File: src/rtl/io_ctrl_gen.sv
// System I/O controller: input mux, control latch, coin counter drivers,
// sound command latch, vblank interrupt and cycle-counting watchdog.
`timescale 1ns/1ps
module io_ctrl_gen #(
    parameter int                   NUM_PLAYERS = 4,
    parameter int                   COIN_PULSE  = 16,
    parameter int                   COIN_GAP    = 8,
    parameter bit                   WDOG_EN     = 1'b1,
    parameter int                   WDOG_BITS   = 22,
    parameter logic [WDOG_BITS-1:0] WDOG_LIMIT  = 22'h3FFFFF,
    parameter int                   WDOG_HOLD   = 16
) (
    input  logic                     clk_main,
    input  logic                     nRESET,
    input  logic                     cs_n,
    input  logic                     rw,
    input  logic                     lds_n,
    input  logic [3:0]               addr,
    input  logic [7:0]               din,
    output logic [7:0]               dout,
    output logic                     rd_ack,
    input  logic [8*NUM_PLAYERS-1:0] p_in,
    input  logic [NUM_PLAYERS-1:0]   p_coin,
    input  logic [NUM_PLAYERS-1:0]   service,
    input  logic [19:0]              dipsw,
    input  logic                     vblank_n,
    output logic                     irq_n,
    output logic                     int_en,
    output logic                     rmrd,
    output logic                     sndon,
    output logic [1:0]               coin_counter,
    output logic [7:0]               snd_code,
    output logic                     snd_strobe,
    output logic                     wdog_rst_n
);

    typedef enum logic [1:0] {S_IDLE, S_ON, S_GAP} coin_state_t;

    localparam int                 TMAX       = (COIN_PULSE > COIN_GAP) ? COIN_PULSE : COIN_GAP;
    localparam int                 TW         = (TMAX > 1) ? $clog2(TMAX) : 1;
    localparam logic [TW-1:0]      PULSE_LAST = TW'(COIN_PULSE - 1);
    localparam logic [TW-1:0]      GAP_LAST   = TW'(COIN_GAP - 1);
    localparam int                 HW         = (WDOG_HOLD > 1) ? $clog2(WDOG_HOLD) : 1;
    localparam logic [HW-1:0]      HOLD_LAST  = HW'(WDOG_HOLD - 1);
    localparam logic [WDOG_BITS-1:0] WDOG_LAST = WDOG_LIMIT - 1'b1;

    // Bus access registers
    logic       r_cs_n_d, r_rd_ack;
    logic [7:0] r_dout;
    // Control and sound latches
    logic       r_int_en, r_rmrd, r_sndon, r_snd_strobe;
    logic [1:0] r_coin_prev;
    logic [7:0] r_snd_code;
    // Interrupt path
    logic       r_vb_s1, r_vb_s2, r_vb_d, r_irq_pend;
    // Coin channels
    coin_state_t   r_cstate [2];
    coin_state_t   w_cstate_nxt [2];
    logic [3:0]    r_pend [2];
    logic [3:0]    w_pend_nxt [2];
    logic [3:0]    w_pend_eff [2];
    logic [TW-1:0] r_ctmr [2];
    logic [TW-1:0] w_ctmr_nxt [2];
    logic [1:0]    w_coin_on;
    // Watchdog
    logic [WDOG_BITS-1:0] r_wd_cnt;
    logic [HW-1:0]        r_wd_tmr;
    logic                 r_wd_hold;

    logic       w_start, w_rd, w_wr, w_wr_ctrl, w_wr_snd, w_kick, w_vb_fall;
    logic [1:0] w_coin_req;
    logic [3:0] w_coin_ext, w_serv_ext;
    logic [7:0] w_player [4];
    logic [7:0] w_rd_data;

    // An access is the first selected cycle after a deselected one
    assign w_start    = r_cs_n_d & ~cs_n;
    assign w_rd       = w_start & rw;
    assign w_wr       = w_start & ~rw & ~lds_n;
    assign w_wr_ctrl  = w_wr & (addr == 4'd0);
    assign w_wr_snd   = w_wr & (addr == 4'd1);
    assign w_kick     = w_wr & (addr == 4'd2);
    assign w_coin_req = {2{w_wr_ctrl}} & din[1:0] & ~r_coin_prev;
    assign w_vb_fall  = r_vb_d & ~r_vb_s2;

    // Read data mux; unfitted players and their coin/service bits read as 1
    always_comb begin
        // NOTE: every combinational output gets a default first so no path leaves it unassigned (no latch).
        w_coin_ext = 4'hF;
        w_serv_ext = 4'hF;
        for (int i = 0; i < 4; i++) w_player[i] = 8'hFF;
        for (int i = 0; i < NUM_PLAYERS; i++) begin
            w_coin_ext[i] = p_coin[i];
            w_serv_ext[i] = service[i];
            w_player[i]   = p_in[8*i +: 8];
        end
        w_rd_data = 8'hFF;
        case (addr)
            4'd0:                   w_rd_data = {w_serv_ext, w_coin_ext};
            4'd1, 4'd2, 4'd3, 4'd4: w_rd_data = w_player[2'(addr - 4'd1)];
            4'd5:                   w_rd_data = dipsw[7:0];
            4'd6:                   w_rd_data = dipsw[15:8];
            4'd7:                   w_rd_data = {4'hF, dipsw[19:16]};
            default:                w_rd_data = 8'hFF;
        endcase
    end

    // Access edge detect and registered read return
    always_ff @(posedge clk_main or negedge nRESET) begin
        // NOTE: clocked state uses non-blocking assignments so every register samples pre-edge values.
        if (!nRESET) begin
            r_cs_n_d <= 1'b1;
            r_rd_ack <= 1'b0;
            r_dout   <= 8'h00;
        end else begin
            r_cs_n_d <= cs_n;
            r_rd_ack <= w_rd;
            if (w_rd) r_dout <= w_rd_data;
        end
    end

    // Control latch, coin request history and sound command latch
    always_ff @(posedge clk_main or negedge nRESET) begin
        if (!nRESET) begin
            r_rmrd       <= 1'b0;
            r_int_en     <= 1'b0;
            r_sndon      <= 1'b0;
            r_coin_prev  <= 2'b00;
            r_snd_code   <= 8'h00;
            r_snd_strobe <= 1'b0;
        end else begin
            if (w_wr_ctrl) begin
                r_rmrd      <= din[7];
                r_int_en    <= din[5];
                r_sndon     <= din[3];
                r_coin_prev <= din[1:0];
            end
            if (w_wr_snd) r_snd_code <= din;
            r_snd_strobe <= w_wr_snd;
        end
    end

    // Vblank synchroniser and interrupt pending flag (cleared while disabled)
    always_ff @(posedge clk_main or negedge nRESET) begin
        if (!nRESET) begin
            r_vb_s1    <= 1'b1;
            r_vb_s2    <= 1'b1;
            r_vb_d     <= 1'b1;
            r_irq_pend <= 1'b0;
        end else begin
            r_vb_s1    <= vblank_n;
            r_vb_s2    <= r_vb_s1;
            r_vb_d     <= r_vb_s2;
            r_irq_pend <= r_int_en & (r_irq_pend | w_vb_fall);
        end
    end

    // Coin channel next state: queue requests, serve one pulse per IDLE/GAP-end check
    always_comb begin
        for (int c = 0; c < 2; c++) begin
            w_pend_eff[c]   = (r_pend[c] == 4'hF) ? 4'hF : r_pend[c] + {3'b000, w_coin_req[c]};
            w_cstate_nxt[c] = r_cstate[c];
            w_pend_nxt[c]   = w_pend_eff[c];
            w_ctmr_nxt[c]   = r_ctmr[c];
            w_coin_on[c]    = (r_cstate[c] == S_ON);
            case (r_cstate[c])
                S_IDLE: begin
                    if (w_pend_eff[c] != 4'd0) begin
                        w_cstate_nxt[c] = S_ON;
                        w_pend_nxt[c]   = w_pend_eff[c] - 4'd1;
                        w_ctmr_nxt[c]   = PULSE_LAST;
                    end
                end
                S_ON: begin
                    if (r_ctmr[c] == '0) begin
                        w_cstate_nxt[c] = S_GAP;
                        w_ctmr_nxt[c]   = GAP_LAST;
                    end else begin
                        w_ctmr_nxt[c] = r_ctmr[c] - 1'b1;
                    end
                end
                S_GAP: begin
                    // Last gap cycle doubles as the idle check so queued pulses are COIN_GAP apart
                    if (r_ctmr[c] != '0) begin
                        w_ctmr_nxt[c] = r_ctmr[c] - 1'b1;
                    end else if (w_pend_eff[c] != 4'd0) begin
                        w_cstate_nxt[c] = S_ON;
                        w_pend_nxt[c]   = w_pend_eff[c] - 4'd1;
                        w_ctmr_nxt[c]   = PULSE_LAST;
                    end else begin
                        w_cstate_nxt[c] = S_IDLE;
                    end
                end
                default: w_cstate_nxt[c] = S_IDLE;
            endcase
        end
    end

    // Coin channel state registers
    always_ff @(posedge clk_main or negedge nRESET) begin
        if (!nRESET) begin
            for (int c = 0; c < 2; c++) begin
                r_cstate[c] <= S_IDLE;
                r_pend[c]   <= 4'd0;
                r_ctmr[c]   <= '0;
            end
        end else begin
            for (int c = 0; c < 2; c++) begin
                r_cstate[c] <= w_cstate_nxt[c];
                r_pend[c]   <= w_pend_nxt[c];
                r_ctmr[c]   <= w_ctmr_nxt[c];
            end
        end
    end

    // Watchdog: count, fire at the limit, hold reset low, then restart from zero
    always_ff @(posedge clk_main or negedge nRESET) begin
        if (!nRESET) begin
            r_wd_cnt  <= '0;
            r_wd_tmr  <= '0;
            r_wd_hold <= 1'b0;
        end else if (WDOG_EN) begin
            if (r_wd_hold) begin
                if (r_wd_tmr == '0) begin
                    r_wd_hold <= 1'b0;
                    r_wd_cnt  <= '0;
                end else begin
                    r_wd_tmr <= r_wd_tmr - 1'b1;
                end
            end else if (w_kick) begin
                r_wd_cnt <= '0;
            end else if (r_wd_cnt == WDOG_LAST) begin
                r_wd_hold <= 1'b1;
                r_wd_tmr  <= HOLD_LAST;
            end else begin
                r_wd_cnt <= r_wd_cnt + 1'b1;
            end
        end
    end

    assign dout         = r_dout;
    assign rd_ack       = r_rd_ack;
    assign int_en       = r_int_en;
    assign rmrd         = r_rmrd;
    assign sndon        = r_sndon;
    // Gating with the live enable drops the request in the same cycle int_en clears
    assign irq_n        = ~(r_irq_pend & r_int_en);
    assign coin_counter = w_coin_on;
    assign snd_code     = r_snd_code;
    assign snd_strobe   = r_snd_strobe;
    assign wdog_rst_n   = ~r_wd_hold;

endmodule

File: config.mk
export PLATFORM = sky130hd
export DESIGN_NAME = io_ctrl_gen
export DESIGN_NICKNAME = d
export VERILOG_FILES = /design/src/rtl/io_ctrl_gen.sv
export SDC_FILE = /design/constraint.sdc
export NUM_CORES = 1
export LEC_CHECK = 0
export CAP_MARGIN = 0
export CORE_MARGIN = 2
export CORE_UTILIZATION = 55
export CTS_BUF_LIST = sky130_fd_sc_hd__clkbuf_8 sky130_fd_sc_hd__clkbuf_16
export DETAILED_ROUTE_END_ITERATION = 8
export PLACE_DENSITY = 0.86
export RECOVER_POWER = 25
export SYNTH_ARGS = -nofsm -noshare
export SYNTH_HDL_FRONTEND = slang
export SYNTH_SLANG_ARGS = --single-unit
File: constraint.sdc
create_clock -name clk_main -period 6 [get_ports clk_main]
set_clock_uncertainty 0.05 [all_clocks]
set_input_delay 1.2 -clock clk_main [delete_from_list [all_inputs] [get_ports clk_main]]
set_output_delay 1.2 -clock clk_main [all_outputs]
set_load 0.02 [all_outputs]
Word level (Yosys, flattened, before mapping)
Cells that the tools add are included.
{"block": "totals", "reg_bits": 75, "in_bits": 78, "out_inout_bits": 25}
{"block": "op_classes", "addsub": 9, "order_cmp": 1, "n_eq_ne": 24, "mux": 42, "n_bitwise": 21, "n_reduce_logical": 18}
{"cell": "two-way mux 22 bit", "n": 4}
{"cell": "two-way mux 4 bit", "n": 16}
{"cell": "one-hot mux 8 bit (5 select lines)", "n": 1}
{"cell": "one-hot mux 4 bit (3 select lines)", "n": 2}
{"cell": "adder 22 x 1 -> 22 bit, second input constant", "n": 1}
{"cell": "== test 22 bit, second input constant", "n": 1}
{"cell": "subtractor 4 x 1 -> 4 bit, second input constant", "n": 5}
{"cell": "binary-select mux 8 bit (select 2 bit)", "n": 1}
{"cell": "== test 4 x 3 -> 1 bit, second input constant", "n": 4}
{"cell": "logical NOT 4 bit", "n": 4}
{"cell": "two-way mux 8 bit", "n": 2}
{"cell": "one-hot mux 4 bit (2 select lines)", "n": 2}
{"cell": "nonzero test 4 bit", "n": 4}
{"cell": "two-way mux 2 bit", "n": 6}
{"cell": "!= test 2 bit, second input constant", "n": 6}
{"cell": "one-hot mux 2 bit (3 select lines)", "n": 2}
{"cell": "bitwise AND 1 bit", "n": 10}
{"cell": "AND reduction 3 bit", "n": 3}
{"cell": "adder 4 x 1 -> 4 bit", "n": 2}
{"cell": "== test 4 x 2 -> 1 bit, second input constant", "n": 2}
{"cell": "== test 4 bit, second input constant", "n": 2}
{"cell": "two-way mux 1 bit", "n": 6}
{"cell": "!= test 2 x 1 -> 1 bit, second input constant", "n": 3}
{"cell": "inverter 1 bit", "n": 6}
{"cell": "other kinds (15)", "n": 20}

Logic depth before layout (Yosys ltp)
Gate-level depths: netlist of the first run.
{"block": "depth", "ltp_word": 13, "ltp_mapped": 15, "depth_no_buf": 12}

Worst setup path after synthesis of the first run
No wires, ideal clock.
{"block": "synth_path", "path_kind": "in2reg", "from": "in addr[0]", "to": "reg r_cstate[0] in the netlist's numbering", "setup_ns": 0.076, "t_arrival_ns": 4.145, "required_time_ns": 5.874, "slack_ns": 1.729, "path_stages": 15, "path_buffers": 3, "cell_sequence": "clkbuf_1 > inv_1 > ha_1 > and2_1 > clkbuf_1 > nand2_1 > nor3b_1 > ha_1 > ha_1 > nor2_1 > ha_1 > and3_1 > clkbuf_1 > or4_1 > o21ai_1"}
{"block": "synth_between", "elab_chain_len": 10, "elab_cells_between_ends": 12}
{"element": "start, declared", "line_no": "18", "rtl": "input logic [3:0] addr,"}
{"element": "logical NOT 4 bit (*)", "line_no": "80", "rtl": "assign w_wr_ctrl = w_wr & (addr == 4'd0);"}
{"element": "bitwise AND 1 bit (*)", "line_no": "80"}
{"element": "bitwise AND 2 bit (*) (2 in a row)", "line_no": "83", "rtl": "assign w_coin_req = {2{w_wr_ctrl}} & din[1:0] & ~r_coin_prev;"}
{"element": "adder 4 x 1 -> 4 bit (*)", "line_no": "161", "rtl": "w_pend_eff[c] = (r_pend[c] == 4'hF) ? 4'hF : r_pend[c] + {3'b000, w_coin_req[c]};"}
{"element": "two-way mux 4 bit (*)", "line_no": "161"}
{"element": "nonzero test 4 bit (*)", "line_no": "168, 186"}
{"element": "two-way mux 1 bit", "line_no": "186", "rtl": "end else if (w_pend_eff[c] != 4'd0) begin"}
{"element": "two-way mux 2 bit", "line_no": "184", "rtl": "if (r_ctmr[c] != '0) begin"}
{"element": "one-hot mux 2 bit (3 select lines)", "line_no": "166", "rtl": "case (r_cstate[c])"}
{"element": "end signal, assigned by index", "line_no": "209", "rtl": "r_cstate[c] <= w_cstate_nxt[c];"}
{"element": "end, declared", "line_no": "57", "rtl": "coin_state_t r_cstate [2];"}
Every way passes the cells marked *; elsewhere a longest branch is shown, timed or not. The select of a mux whose other input is x is not followed.
A chain may end at the register's enable or synchronous reset.

==> implementation parameters, run 1 <==
Parameter                              Value

Critical path
  Nature of the critical path endpoint ... flop
  Kind of critical path ... input port to flop
  Endpoint required time on the critical path ... 6.17 ns
  Arrival time of data at the critical path endpoint ... 4.73 ns
  Kind of start point of the critical path ... input port
  Highest fanout seen on the critical path ... 11

Floorplan
  Core area ... 8217 um^2
  Die height ... 95.96 um
  Cell row count ... 33
  Number of placed I/O pins ... 103
  Initial Util ... 56.60%
  Die outline area ... 9207 um^2
  Die width ... 95.96 um

Place
  Post-detail-place hpwl ... 8.928 mm
  I/O Buffers ... 102
  Placed instance area ... 5724 um^2
  Setup slack at placement ... 1.127 ns
  Routability congestion estimate from global placement ... 0.9151

Power
  Max IR drop VDD ... 0.1698 mV
  Lkg Pwr ... 0.002511 uW
  Power per standard cell area ... 323.0 nW/um^2

Drt
  Drt total wl ... 11.92 mm
  Routed length per instance ... 17.28 um
  Mean number of vias per cell ... 6.194
  Initial DRC count ... 191
  Number of design rule violations left after detail routing ... 0
  Via Count ... 4274
  Number of detailed-routing iterations run before antenna repair ... 4
  Post-DRT Antenna Nets ... 0

Synthesis
  Leading cell type by number of instances after synthesis ... sky130_fd_sc_hd__dfrtp_1
  Area contributors post-synth ... sky130_fd_sc_hd__dfrtp_1 38%, sky130_fd_sc_hd__ha_1 7.0%, sky130_fd_sc_hd__a21oi_1 4.2%
  Number of library cell types mapped by synthesis ... 61
  Top cell type's share of synthesized area ... 38.20%
  Total standard cell area after synthesis ... 4651 um^2
  Share of async-settable or async-resettable flops after synthesis ... 100.0%
  Top FF cell, synth ... sky130_fd_sc_hd__dfrtp_1
  Number of warnings printed during yosys synthesis ... 0
  Flip-flop and latch count after synthesis ... 75
  Post-synth top cells ... 71 x sky130_fd_sc_hd__dfrtp_1, 40 x sky130_fd_sc_hd__nand2_1, 40 x sky130_fd_sc_hd__nor2_1, 39 x sky130_fd_sc_hd__a21oi_1, 26 x sky130_fd_sc_hd__ha_1
  Mean instance size in the synthesized netlist ... 9.649 um^2
  Mapped Cells ... 482
  Post-synthesis cell type with the largest combined area ... sky130_fd_sc_hd__dfrtp_1
  Number of synthesized flops with an enable pin ... 0
  Nets in the synthesized netlist ... 586
  Post-synthesis sequential area ratio ... 40.46%

Layout
  Fraction of final layout cells with drive strength greater than 1 ... 9.402%
  Count of nets after finishing ... 684
  Number of antenna repair diodes ... 0
  Layout Area Growth over Synthesis ... 28.30%
  Final design area excluding fillers ... 5967 um^2
  Finished Core Util ... 72.62%

Global route
  Global routing usage summed across all routing layers ... 27.51%
  GRT Residual Overflow ... 0
  Initial antenna violation count ... 0
  First-pass GRT wire length ... 19.58 mm
  Number of global-route vias before repair ... 4238
  Pin count of the biggest net entering global routing ... 76

STA
  Post-layout worst setup margin ... 1.441 ns
  Measured slew at the worst slew-check pin ... 4.005 ns
  Total setup violations reported at the end of the flow ... 0
  Setup repair after global routing missed its margin ... false
  Highest achievable clock rate ... 0.2194 GHz
  Hold Vio Cnt, Final ... 0
  Final clock period utilization by the worst path ... 75.98%
  Period minus WS final ... 4.559 ns
  Worst slew slack as a fraction of its limit ... -167.0%
  Total Negative Setup Slacks ... 0 ns
  Pins over their slew limit ... 76

Clock network
  Number of post-CTS setup repair buffers ... 0
  Worst-path clk slew ... 0.09 ns
  Cts repair resizes ... 0
  Total CTS buffers ... 9
  Hold-fix buffers, CTS ... 0
  Clock tree from TritonCTS ... done
  Insertion delay to the later sink of the worst-skew pair ... 0.35 ns
  Number of sinks handled by clock tree synthesis ... 75
  Cell at the root of the clock tree ... sky130_fd_sc_hd__clkbuf_8
  Maximum count of clock buffers along a single path ... 2
  Htree depth ... 3

Run status
  Outcome ... finished, violations left
  Violations in the final reports ... max-capacitance violations, max-slew violations

Run
  Max-cap violations ... 1

Worst hold path
  Type of the worst min-delay path ... flop to flop
final timing paths:
kind	to	cells past startpoint	start	slack [ns]
worst min register to register	r_vb_s2$_DFF_PN1_	0	r_vb_s1$_DFF_PN1_	0.30
max in group asynchronous	r_wd_cnt[8]$_DFFE_PN0P_	1	nRESET	1.46
min in group asynchronous	r_cstate[1]$_DFFE_PN0P_	1	nRESET	2.18
worst max-delay path	r_pend[4]$_DFF_PN0_	14	addr[0]	1.44
worst max register to register	r_pend[4]$_DFF_PN0_	10	r_cs_n_d$_DFF_PN1_	2.69
worst min-delay path	r_vb_s2$_DFF_PN1_	0	r_vb_s1$_DFF_PN1_	0.30
final cells by class:
type	instances	area, um^2
clock inverters	3	67.56
multi-input cells	367	2591
clock buffers	13	178.9
fillers	587	2250
well taps	105	131.4
repair buffers	104	1030
inverters	23	86.33
flip-flops and latches	75	1882
flip-flops by register name, indices dropped and copies added (netlist names), 2 cells and up:
register     count
r_ctmr           8
r_pend           8
r_cstate         4
r_wd_tmr         4
r_coin_prev      2
r_wd_cnt        22
snd_code         8
dout             8
kinds of logic (layout without fill, tap and decap cells):
kind of cell,Yosys count,after routing,synth area share [%]
xor gates and xnor gates,5,5,0.9418
buffers and inverters,40,143,3.820
DFF,75,75,40.46
and+or+nand+nor,174,174,19.75
adders and majority gates,26,26,6.995
muxes,23,23,7.452
AOI/OAI and AO/OA,139,139,20.58
layout by cell type, fill, tap and decap left out, types with 5 or more instances in the layout:
master                            Yosys  final
sky130_fd_sc_hd__a41oi_1              8      8
sky130_fd_sc_hd__and2_1               5      5
sky130_fd_sc_hd__nor3b_1              7      7
sky130_fd_sc_hd__ha_1                26     26
sky130_fd_sc_hd__nand2_1             40     40
sky130_fd_sc_hd__nor2_1              40     40
sky130_fd_sc_hd__nor3_1               5      5
sky130_fd_sc_hd__a21oi_1             39     39
sky130_fd_sc_hd__or4_1                7      7
sky130_fd_sc_hd__dfrtp_1             71     71
sky130_fd_sc_hd__o21ai_0             21     21
sky130_fd_sc_hd__nor4_1               5      5
sky130_fd_sc_hd__nand2b_1             6      6
sky130_fd_sc_hd__inv_1               23     23
sky130_fd_sc_hd__mux2_2              13     13
sky130_fd_sc_hd__clkdlybuf4s50_1      0     99
sky130_fd_sc_hd__clkbuf_8             0     13
sky130_fd_sc_hd__o22a_1               6      6
sky130_fd_sc_hd__nand4_1              7      7
sky130_fd_sc_hd__o21ai_1              5      5
sky130_fd_sc_hd__mux4_2               8      8
sky130_fd_sc_hd__a31oi_1             13     13
sky130_fd_sc_hd__and3_1              12     12
sky130_fd_sc_hd__o31ai_1              8      8
sky130_fd_sc_hd__nand3_1             19     19
layer usage:
layer  up-vias  track usage [%]  share of wire (%)
li1       2017                -                  -
met1      2051            32.99                 41
met2       168            46.15                 48
met3        38            7.126                6.7
met4         0            13.10                3.8
met5         -                0                  0
through the flow:
step           instances  hold WS, ns  power [uW]
2_1_floorplan        482       0.2952        1221
3_3_place_gp         674       0.2958        1422
3_5_place_dp         674       0.2972        1453
4_1_cts              690       0.3054        1926
5_1_grt              690       0.3105        2056
6_report             690       0.3000        1928
power breakdown:
group | internal, uW | switching, uW
clock | 280 | 191
sequential | 607 | 99.7
combinational | 344 | 406
worst max-delay path, stage by stage:
cell and delay (ns):
sky130_fd_sc_hd__clkdlybuf4s50_1 0.41, sky130_fd_sc_hd__buf_4 0.20, sky130_fd_sc_hd__inv_1 0.10, sky130_fd_sc_hd__ha_1 0.19, sky130_fd_sc_hd__and2_1 0.33, sky130_fd_sc_hd__nand2_1 0.29, sky130_fd_sc_hd__nor3b_1 0.26, sky130_fd_sc_hd__ha_1 0.21
sky130_fd_sc_hd__ha_1 0.25, sky130_fd_sc_hd__nor2_1 0.26, sky130_fd_sc_hd__ha_1 0.32, sky130_fd_sc_hd__nand3_1 0.30, sky130_fd_sc_hd__a31oi_1 0.29, sky130_fd_sc_hd__nand3_1 0.11
No activity file was read; power rests on OpenSTA's default activity.
==> run 2, diff against run 1 <==
--- a/config.mk
+++ b/config.mk
@@ -7,10 +7,10 @@
 export LEC_CHECK = 0
 export CAP_MARGIN = 0
 export CORE_MARGIN = 2
-export CORE_UTILIZATION = 55
+export CORE_UTILIZATION = 51
 export CTS_BUF_LIST = sky130_fd_sc_hd__clkbuf_8 sky130_fd_sc_hd__clkbuf_16
 export DETAILED_ROUTE_END_ITERATION = 8
-export PLACE_DENSITY = 0.86
+export PLACE_DENSITY = 0.81
 export RECOVER_POWER = 25
 export SYNTH_ARGS = -nofsm -noshare
 export SYNTH_HDL_FRONTEND = slang
==> constraint.sdc (replaced) <==
create_clock -name clk_main -period 4.3 [get_ports clk_main]
set_clock_uncertainty 0.05 [all_clocks]
set_input_delay 0.86 -clock clk_main [delete_from_list [all_inputs] [get_ports clk_main]]
set_output_delay 0.86 -clock clk_main [all_outputs]
set_load 0.02 [all_outputs]
==> run 2 against run 1 <==
  * Critical endpoint unchanged
  * Combinational power increased by 41%
  * Via count is 0.33% higher
  * Global-route usage shrank 2.1 points
  * Largest power group unchanged
  * The flow still finishes with violations (max-capacitance violations, max-slew violations)
  * Sequential cell count unchanged
  * Routed wire length increased by 0.34%
  * Setup slack worse by 0.86 ns
  * Sequential share of layout area increased by 0.093 points
==> implementation parameters, run 2 (synthesis gave the netlist of run 1 again) <==
Parameter                              Value

Run status
  Outcome ... finished, violations left
  Violations in the final reports ... max-capacitance violations, max-slew violations

Power
  Switching Fraction ... 37.68% (+1.6 points)
  Lkg Pwr ... 0.002504 uW (-0.27%)
  Power per standard cell area ... 437.9 nW/um^2 (+36%)
  Sequential fraction of design power ... 37.9% (+1.2 points)
  Power share of the combinational group ... 40.7% (+1.8 points)
  Relative contribution of the clock network to total power ... 21.4% (-3.0 points)
  Pint ... 1624 uW (+32%)
  Overall power after layout ... 2605 uW (+35%)
  Psw ... 981.6 uW (+41%)
  Max IR drop VDD ... 0.1903 mV (+12%)

Global route
  First-pass GRT wire length ... 20.24 mm (+3.4%)
  Pin count of the biggest net entering global routing ... 76 (unchanged)
  Number of global-route vias before repair ... 4302 (+1.5%)
  Initial antenna violation count ... 0 (unchanged)
  Global routing usage summed across all routing layers ... 25.42% (-2.1 points)
  GRT Residual Overflow ... 0 (unchanged)

Critical path
  Arrival time of data at the critical path endpoint ... 3.91 ns (-0.82 ns)
  Endpoint required time on the critical path ... 4.49 ns (-1.68 ns)
  Worst Reg-to-Reg Cells ... 10 (unchanged)
  Worst r2r src ... r_cs_n_d$_DFF_PN1_
  Kind of critical path ... input port to flop
  Nature of the critical path endpoint ... flop
  Kind of start point of the critical path ... input port
  Register-to-Register Setup Slack ... 1.20 ns (-1.49 ns)
  Highest fanout seen on the critical path ... 9 (-2)
  Capture instance of the worst register-to-register path ... r_pend[4]$_DFF_PN0_

Clock network
  Insertion delay to the later sink of the worst-skew pair ... 0.35 ns (about the same)
  Htree depth ... 3 (unchanged)
  Total CTS buffers ... 9 (unchanged)
  Maximum count of clock buffers along a single path ... 2 (unchanged)
  Number of sinks handled by clock tree synthesis ... 75 (unchanged)
  Clock tree from TritonCTS ... done
  Number of post-CTS setup repair buffers ... 0 (unchanged)
  Cell at the root of the clock tree ... sky130_fd_sc_hd__clkbuf_8
  Hold-fix buffers, CTS ... 0 (unchanged)
  Cts repair resizes ... 0 (unchanged)
  Worst-path clk slew ... 0.08 ns (about the same)

Place
  Routability congestion estimate from global placement ... 0.8846 (-3.3%)
  Placed cell count ... 680 (+0.89%)
  I/O Buffers ... 102 (unchanged)
  Post-detail-place hpwl ... 9.094 mm (+1.9%)

Drt
  Number of detailed-routing iterations run before antenna repair ... 5 (+1)
  Number of design rule violations left after detail routing ... 0 (unchanged)
  Post-DRT Antenna Nets ... 0 (unchanged)
  Initial DRC count ... 168 (-12%)
  Routed length per instance ... 17.21 um (-0.39%)
  Mean number of vias per cell ... 6.170 (-0.39%)
  Drt total wl ... 11.96 mm (+0.34%)
  Via Count ... 4288 (+0.33%)

Layout
  Most frequent standard cell in the layout excluding fill and tap cells ... sky130_fd_sc_hd__clkdlybuf4s50_1
  Layout Area Growth over Synthesis ... 27.93%
  Count of nets after finishing ... 687 (+0.44%)
  Fraction of final layout cells with drive strength greater than 1 ... 9.881% (+0.48 points)
  Non-Filler Instances ... 695 (+0.72%)
  Largest register by flop count ... r_wd_cnt
  Number of antenna repair diodes ... 0 (unchanged)
  Fill count ... 661 (+13%)
  Flip-flop count of the largest register, all copies and words added ... 22 (unchanged)
  Finished Core Util ... 67.89% (-4.7 points)
  Commonest non-fill, non-tap cells in the layout ... 99 x sky130_fd_sc_hd__clkdlybuf4s50_1, 71 x sky130_fd_sc_hd__dfrtp_1, 40 x sky130_fd_sc_hd__nor2_1, 40 x sky130_fd_sc_hd__nand2_1, 39 x sky130_fd_sc_hd__a21oi_1

STA
  Total setup violations reported at the end of the flow ... 0 (unchanged)
  Final clock period utilization by the worst path ... 86.59%
  Hold Vio Cnt, Final ... 0 (unchanged)
  Measured slew at the worst slew-check pin ... 1.827 ns (-2.179 ns)
  Pins over their slew limit ... 76 (unchanged)
  Total Negative Setup Slacks ... 0 ns (unchanged)
  Worst slew slack as a fraction of its limit ... -21.77% (+150 points)
  Setup repair after global routing missed its margin ... false
  Period minus WS final ... 3.723 ns
  Highest achievable clock rate ... 0.2686 GHz
  Fin Hold WS ... 0.3114 ns (+0.01135 ns)

Floorplan
  Die outline area ... 9899 um^2 (+7.5%)
  Cell row count ... 34 (+3.0%)
  Die height ... 99.50 um (+3.7%)
  Core area ... 8763 um^2 (+6.7%)
  Initial Util ... 53.07% (-3.5 points)
  Number of placed I/O pins ... 103 (unchanged)
  Die width ... 99.50 um (+3.7%)

Worst hold path
  Worst hold path endpoint ... r_vb_s2$_DFF_PN1_
  Worst Hold Depth ... 0 (unchanged)
  Type of the worst min-delay path ... flop to flop
  Startpoint of the worst hold path ... r_vb_s1$_DFF_PN1_

Run
  Max-cap violations ... 1 (unchanged)
==> run 2: worst max-delay path, stage by stage <==
cell and delay (ns):
sky130_fd_sc_hd__dlygate4sd3_1 0.60, sky130_fd_sc_hd__nor4b_4 0.34, sky130_fd_sc_hd__nand2_1 0.17, sky130_fd_sc_hd__nor3b_1 0.21, sky130_fd_sc_hd__ha_1 0.21, sky130_fd_sc_hd__ha_1 0.25, sky130_fd_sc_hd__nor2_1 0.26, sky130_fd_sc_hd__ha_1 0.33
sky130_fd_sc_hd__nand3_1 0.31, sky130_fd_sc_hd__a31oi_1 0.27, sky130_fd_sc_hd__nand3_1 0.09
==> run 2: per-stage QoR <==
stage | area [um^2] | setup slack (ns)
after global routing | 5949 | 0.4006
after global placement | 5751 | 0.4590
final | 5949 | 0.5768
after floorplan | 4651 | 0.3690
after CTS | 5952 | 0.6896
after detailed placement | 5751 | 0.3245
==> run 2: per-layer routing <==
metal / global-route usage [%] / share of wire (%) / up-vias
met5: 0 / 0 / -
li1: - / - / 2028
met2: 43.92 / 51 / 188
met1: 31.10 / 40 / 2053
met3: 5.762 / 7.0 / 19
met4: 9.484 / 1.8 / 0
==> run 2: cell type report <==
cell class | instances | area [um^2] | area share (%)
Clock buffer | 11 | 151.4 | 2.545
Clock inverter | 4 | 50.05 | 0.8412
Inverter | 23 | 86.33 | 1.451
Multi-Input combinational cell | 367 | 2591 | 43.55
Sequential cell | 75 | 1882 | 31.63
Tap cell | 108 | 135.1 | 2.271
Timing Repair Buffer | 107 | 1054 | 17.71
==> run 2: power by group through the flow <==
stage               registers [uW]  clock network (uW)  logic (uW)
floorplan                      987                   0         717
global placement               984                   0         994
detailed placement             992                   0        1040
CTS                            982                 563        1050
global route                  1010                 602        1180
finish                         988                 558        1060
==> run 2: how the worst max path moves through the flow <==
stage               startpoint                 endpoint  slack (ns)  depth (start not counted)
floorplan              addr[0]  r_cstate[0]$_DFFE_PN0P_        0.37                         15
global placement            rw      r_pend[4]$_DFF_PN0_        0.46                         11
detailed placement          rw      r_pend[4]$_DFF_PN0_        0.32                         11
CTS                         rw      r_pend[4]$_DFF_PN0_        0.69                         11
global route              cs_n    r_ctmr[0]$_DFFE_PN0P_        0.40                         11
finish                    cs_n      r_pend[4]$_DFF_PN0_        0.58                         11
==> run 3, diff against run 2 <==
--- a/config.mk
+++ b/config.mk
@@ -5,13 +5,14 @@
 export SDC_FILE = /design/constraint.sdc
 export NUM_CORES = 1
 export LEC_CHECK = 0
+export ABC_AREA = 1
 export CAP_MARGIN = 0
 export CORE_MARGIN = 2
-export CORE_UTILIZATION = 51
+export CORE_UTILIZATION = 30
 export CTS_BUF_LIST = sky130_fd_sc_hd__clkbuf_8 sky130_fd_sc_hd__clkbuf_16
 export DETAILED_ROUTE_END_ITERATION = 8
-export PLACE_DENSITY = 0.81
 export RECOVER_POWER = 25
+export SETUP_SLACK_MARGIN = 0.2
 export SYNTH_ARGS = -nofsm -noshare
 export SYNTH_HDL_FRONTEND = slang
 export SYNTH_SLANG_ARGS = --single-unit
==> run 3 against run 2 <==
  * The run still ends with max-capacitance violations, max-slew violations left
  * Combinational power decreased by 53%
  * Maximum frequency increased by 8.3%
  * Core utilization decreased by 28 points
  * Final area increased by 12%
  * Register-to-register slack improved by 0.23 ns
  * Power decreased by 13%
  * Die area increased by 80%
  * First-iteration DRC count increased by 61%
  * Hold slack improved by 0.00097 ns
  * Count of clock-buffer cells in the layout decreased by 2
  * Highest routed layer unchanged
==> implementation parameters, run 3 <==
Parameter                              Value

Layout
  Fraction of final layout cells with drive strength greater than 1 ... 6.440% (-3.4 points)
  Reg area ... 1882 um^2 (unchanged)
  Flip-flop count of the largest register, all copies and words added ... 22 (unchanged)
  Non-Filler Instances ... 1043 (+50%)
  Largest register by flop count ... r_wd_cnt
  Most frequent standard cell in the layout excluding fill and tap cells ... sky130_fd_sc_hd__nand2_1
  Commonest non-fill, non-tap cells in the layout ... 225 x sky130_fd_sc_hd__nand2_1, 99 x sky130_fd_sc_hd__clkdlybuf4s50_1, 83 x sky130_fd_sc_hd__inv_1, 83 x sky130_fd_sc_hd__nor2_1, 71 x sky130_fd_sc_hd__dfrtp_1
  Final design area excluding fillers ... 6639 um^2 (+12%)
  Number of antenna repair diodes ... 0 (unchanged)
  Area of the multi-input gates ... 2748 um^2 (+6.0%)
  Fill count ... 1746 (+160%)
  Count of nets after finishing ... 922 (+34%)
  Layout Area Growth over Synthesis ... 31.70%

Synthesis
  Mean instance size in the synthesized netlist ... 7.070 um^2 (-27%)
  Leading cell type by number of instances after synthesis ... sky130_fd_sc_hd__nand2_1
  Number of library cell types mapped by synthesis ... 43 (-30%)
  Total standard cell area after synthesis ... 5041 um^2 (+8.4%)
  Number of warnings printed during yosys synthesis ... 0 (unchanged)
  Post-synth top cells ... 225 x sky130_fd_sc_hd__nand2_1, 83 x sky130_fd_sc_hd__nor2_1, 82 x sky130_fd_sc_hd__inv_1, 71 x sky130_fd_sc_hd__dfrtp_1, 49 x sky130_fd_sc_hd__nand3_1
  Share of async-settable or async-resettable flops after synthesis ... 100.0% (unchanged)
  Flip-flop and latch count after synthesis ... 75 (unchanged)
  Nets in the synthesized netlist ... 817 (+39%)
  Top cell type's share of synthesized area ... 35.24% (-3.0 points)
  Top FF cell, synth ... sky130_fd_sc_hd__dfrtp_1
  Post-synthesis cell type with the largest combined area ... sky130_fd_sc_hd__dfrtp_1
  Post-synthesis sequential area ratio ... 37.33% (-3.1 points)
  Mapped Cells ... 713 (+48%)
  Area contributors post-synth ... sky130_fd_sc_hd__dfrtp_1 35%, sky130_fd_sc_hd__nand2_1 17%, sky130_fd_sc_hd__ha_1 6.5%
  Number of synthesized flops with an enable pin ... 0 (unchanged)

Power
  Power per standard cell area ... 340.7 nW/um^2 (-22%)
  Max IR drop VDD ... 0.1846 mV (-3.0%)
  Lkg Pwr ... 0.003185 uW (+27%)

Clock network
  Maximum count of clock buffers along a single path ... 2 (unchanged)
  Total CTS buffers ... 9 (unchanged)
  Htree depth ... 3 (unchanged)
  Insertion delay to the later sink of the worst-skew pair ... 0.34 ns (about the same)
  Number of post-CTS setup repair buffers ... 0 (unchanged)
  Worst-path clk slew ... 0.06 ns (-0.02 ns)
  Cell at the root of the clock tree ... sky130_fd_sc_hd__clkbuf_16
  Hold-fix buffers, CTS ... 0 (unchanged)
  Number of sinks handled by clock tree synthesis ... 75 (unchanged)
  Clock tree from TritonCTS ... done
  Cts repair resizes ... 0 (unchanged)

Floorplan
  Die width ... 133.6 um (+34%)
  Die height ... 133.6 um (+34%)
  Cell row count ... 47 (+38%)
  Initial Util ... 30.51% (-23 points)
  Number of placed I/O pins ... 103 (unchanged)
  Core area ... 16520 um^2 (+89%)
  Die outline area ... 17860 um^2 (+80%)

STA
  Total Negative Setup Slacks ... 0 ns (unchanged)
  Hold Vio Cnt, Final ... 0 (unchanged)
  Setup repair after global routing missed its margin ... false
  Total setup violations reported at the end of the flow ... 0 (unchanged)
  Post-layout worst setup margin ... 0.8630 ns (+0.2863 ns)
  Period minus WS final ... 3.437 ns (-0.2863 ns)
  Highest achievable clock rate ... 0.2910 GHz (+8.3%)
  Fin Hold WS ... 0.3123 ns (+0.0009740 ns)
  Pins over their slew limit ... 76 (unchanged)
  Measured slew at the worst slew-check pin ... 1.938 ns (+0.1113 ns)
  Worst slew slack as a fraction of its limit ... -29.19% (-7.4 points)
  Final clock period utilization by the worst path ... 79.93% (-6.7 points)

Global route
  Global routing usage summed across all routing layers ... 15.02% (-10 points)
  Pin count of the biggest net entering global routing ... 76 (unchanged)
  Number of global-route vias before repair ... 4528 (+5.3%)
  GRT Residual Overflow ... 0 (unchanged)
  First-pass GRT wire length ... 21.72 mm (+7.3%)
  Initial antenna violation count ... 0 (unchanged)

Critical path
  Crit path max-delay family ... simple AND/OR/NAND/NOR gates
  Capture instance of the worst register-to-register path ... r_cstate[1]$_DFFE_PN0P_
  Endpoint required time on the critical path ... 4.48 ns (about the same)
  Cells along the critical path ... dlygate4sd3_1 -> nor2_1 -> nand2_2 -> nor2_1 -> nand2_1 -> nor2_1 -> ha_1 -> ha_1 -> nor2_1 -> ha_1 -> inv_1 -> nor2_1 -> nand2_1 -> o21ai_1 -> o21ai_0
  Nature of the critical path endpoint ... flop
  Number of buffers and inverters on the critical path ... 2 (+1)
  Logic depth of the worst setup path including buffers ... 15 (+4)
  Critical-path top delay cell ... sky130_fd_sc_hd__dlygate4sd3_1
  Register-to-Register Setup Slack ... 1.43 ns (+0.23 ns)
  Critical Path End ... r_cstate[1]$_DFFE_PN0P_
  Kind of critical path ... input port to flop
  Arrival time of data at the critical path endpoint ... 3.61 ns (-0.30 ns)
  Highest fanout seen on the critical path ... 8 (-1)
  Origin of the worst setup path ... cs_n
  Worst Reg-to-Reg Cells ... 15 (+5)
  Worst r2r src ... r_cs_n_d$_DFF_PN1_
  Cell mode on critical path ... sky130_fd_sc_hd__nor2_1
  Maximum single-stage delay on the critical path ... 0.56 ns (-0.04 ns)
  Kind of start point of the critical path ... input port

Drt
  Number of design rule violations left after detail routing ... 0 (unchanged)
  Post-DRT Antenna Nets ... 0 (unchanged)
  Routed length per instance ... 12.21 um (-29%)
  Via Count ... 4709 (+9.8%)
  Mean number of vias per cell ... 4.515 (-27%)
  Drt total wl ... 12.73 mm (+6.4%)
  Number of detailed-routing iterations run before antenna repair ... 4 (-1)
  Initial DRC count ... 271 (+61%)

Place
  Placed cell count ... 1027 (+51%)
  Setup slack at placement ... 0.4832 ns (+0.1588 ns)
  I/O Buffers ... 102 (unchanged)
  Routability congestion estimate from global placement ... 0.8183 (-7.5%)
  Post-detail-place hpwl ... 9.736 mm (+7.1%)
  Placed instance area ... 6275 um^2 (+9.1%)

Run status
  Violations in the final reports ... max-capacitance violations, max-slew violations
  Outcome ... finished, violations left

Run
  Max-cap violations ... 1 (unchanged)

Worst hold path
  Type of the worst min-delay path ... flop to flop
## run 3: worst register-to-register path: cells and delay by family, from the launching register on
family          cells  cell delay (ns)
compound gates      2             0.32
fa+ha+maj           3             0.59
buf+inv             2             0.07
flops               1             0.51
simple gates        8             1.19
## run 3: report_power, final
part	switching, uW	internal (uW)	total (uW)
Sequential	61.4	782	843
Clock	298	625	924
Combinational	263	232	495
Total	623	1640	2260
## run 3: stage by stage
stage | power [uW] | utilization [%]
after floorplan | 1142 | -
after global placement | 1353 | 37.97
after detailed placement | 1358 | 37.97
after CTS | 2300 | 40.19
after global routing | 2404 | 40.18
final | 2262 | 40.18
## run 3: worst min path at each step
stage	depth (start not counted)	slack, ns	to	start
after floorplan	0	0.30	r_vb_s2$_DFF_PN1_	r_vb_s1$_DFF_PN1_
after global placement	0	0.30	r_vb_s2$_DFF_PN1_	r_vb_s1$_DFF_PN1_
after detailed placement	0	0.30	r_vb_s2$_DFF_PN1_	r_vb_s1$_DFF_PN1_
after CTS	0	0.31	r_vb_s2$_DFF_PN1_	r_vb_s1$_DFF_PN1_
after global routing	0	0.32	r_vb_s2$_DFF_PN1_	r_vb_s1$_DFF_PN1_
final	0	0.31	r_vb_s2$_DFF_PN1_	r_vb_s1$_DFF_PN1_
## run 3: cell type report
cell class,instances,share of cell area [%]
multi-input cells,540,41.39
clock buffers,9,3.392
inverters,87,4.957
repair buffers,105,15.64
well taps,220,4.146
flip-flops and latches,75,28.35
clock inverters,7,2.130
## run 3: cell families after synthesis
family          count (synthesis)  share of synthesized area, %
simple gates                  407                         35.49
buf+inv                        98                         8.166
compound gates                 96                         10.65
flops                          75                         37.33
fa+ha+maj                      26                         6.453
xor+xnor                       11                         1.911
## run 3: metal layers
metal  up-vias  wire length (um)  GRT usage (%)
met5         -                 0              0
met4         0               222          5.496
met3        13               637          3.539
met2        83              5926          24.20
met1      2114              5944          19.67
li1       2499                 -              -
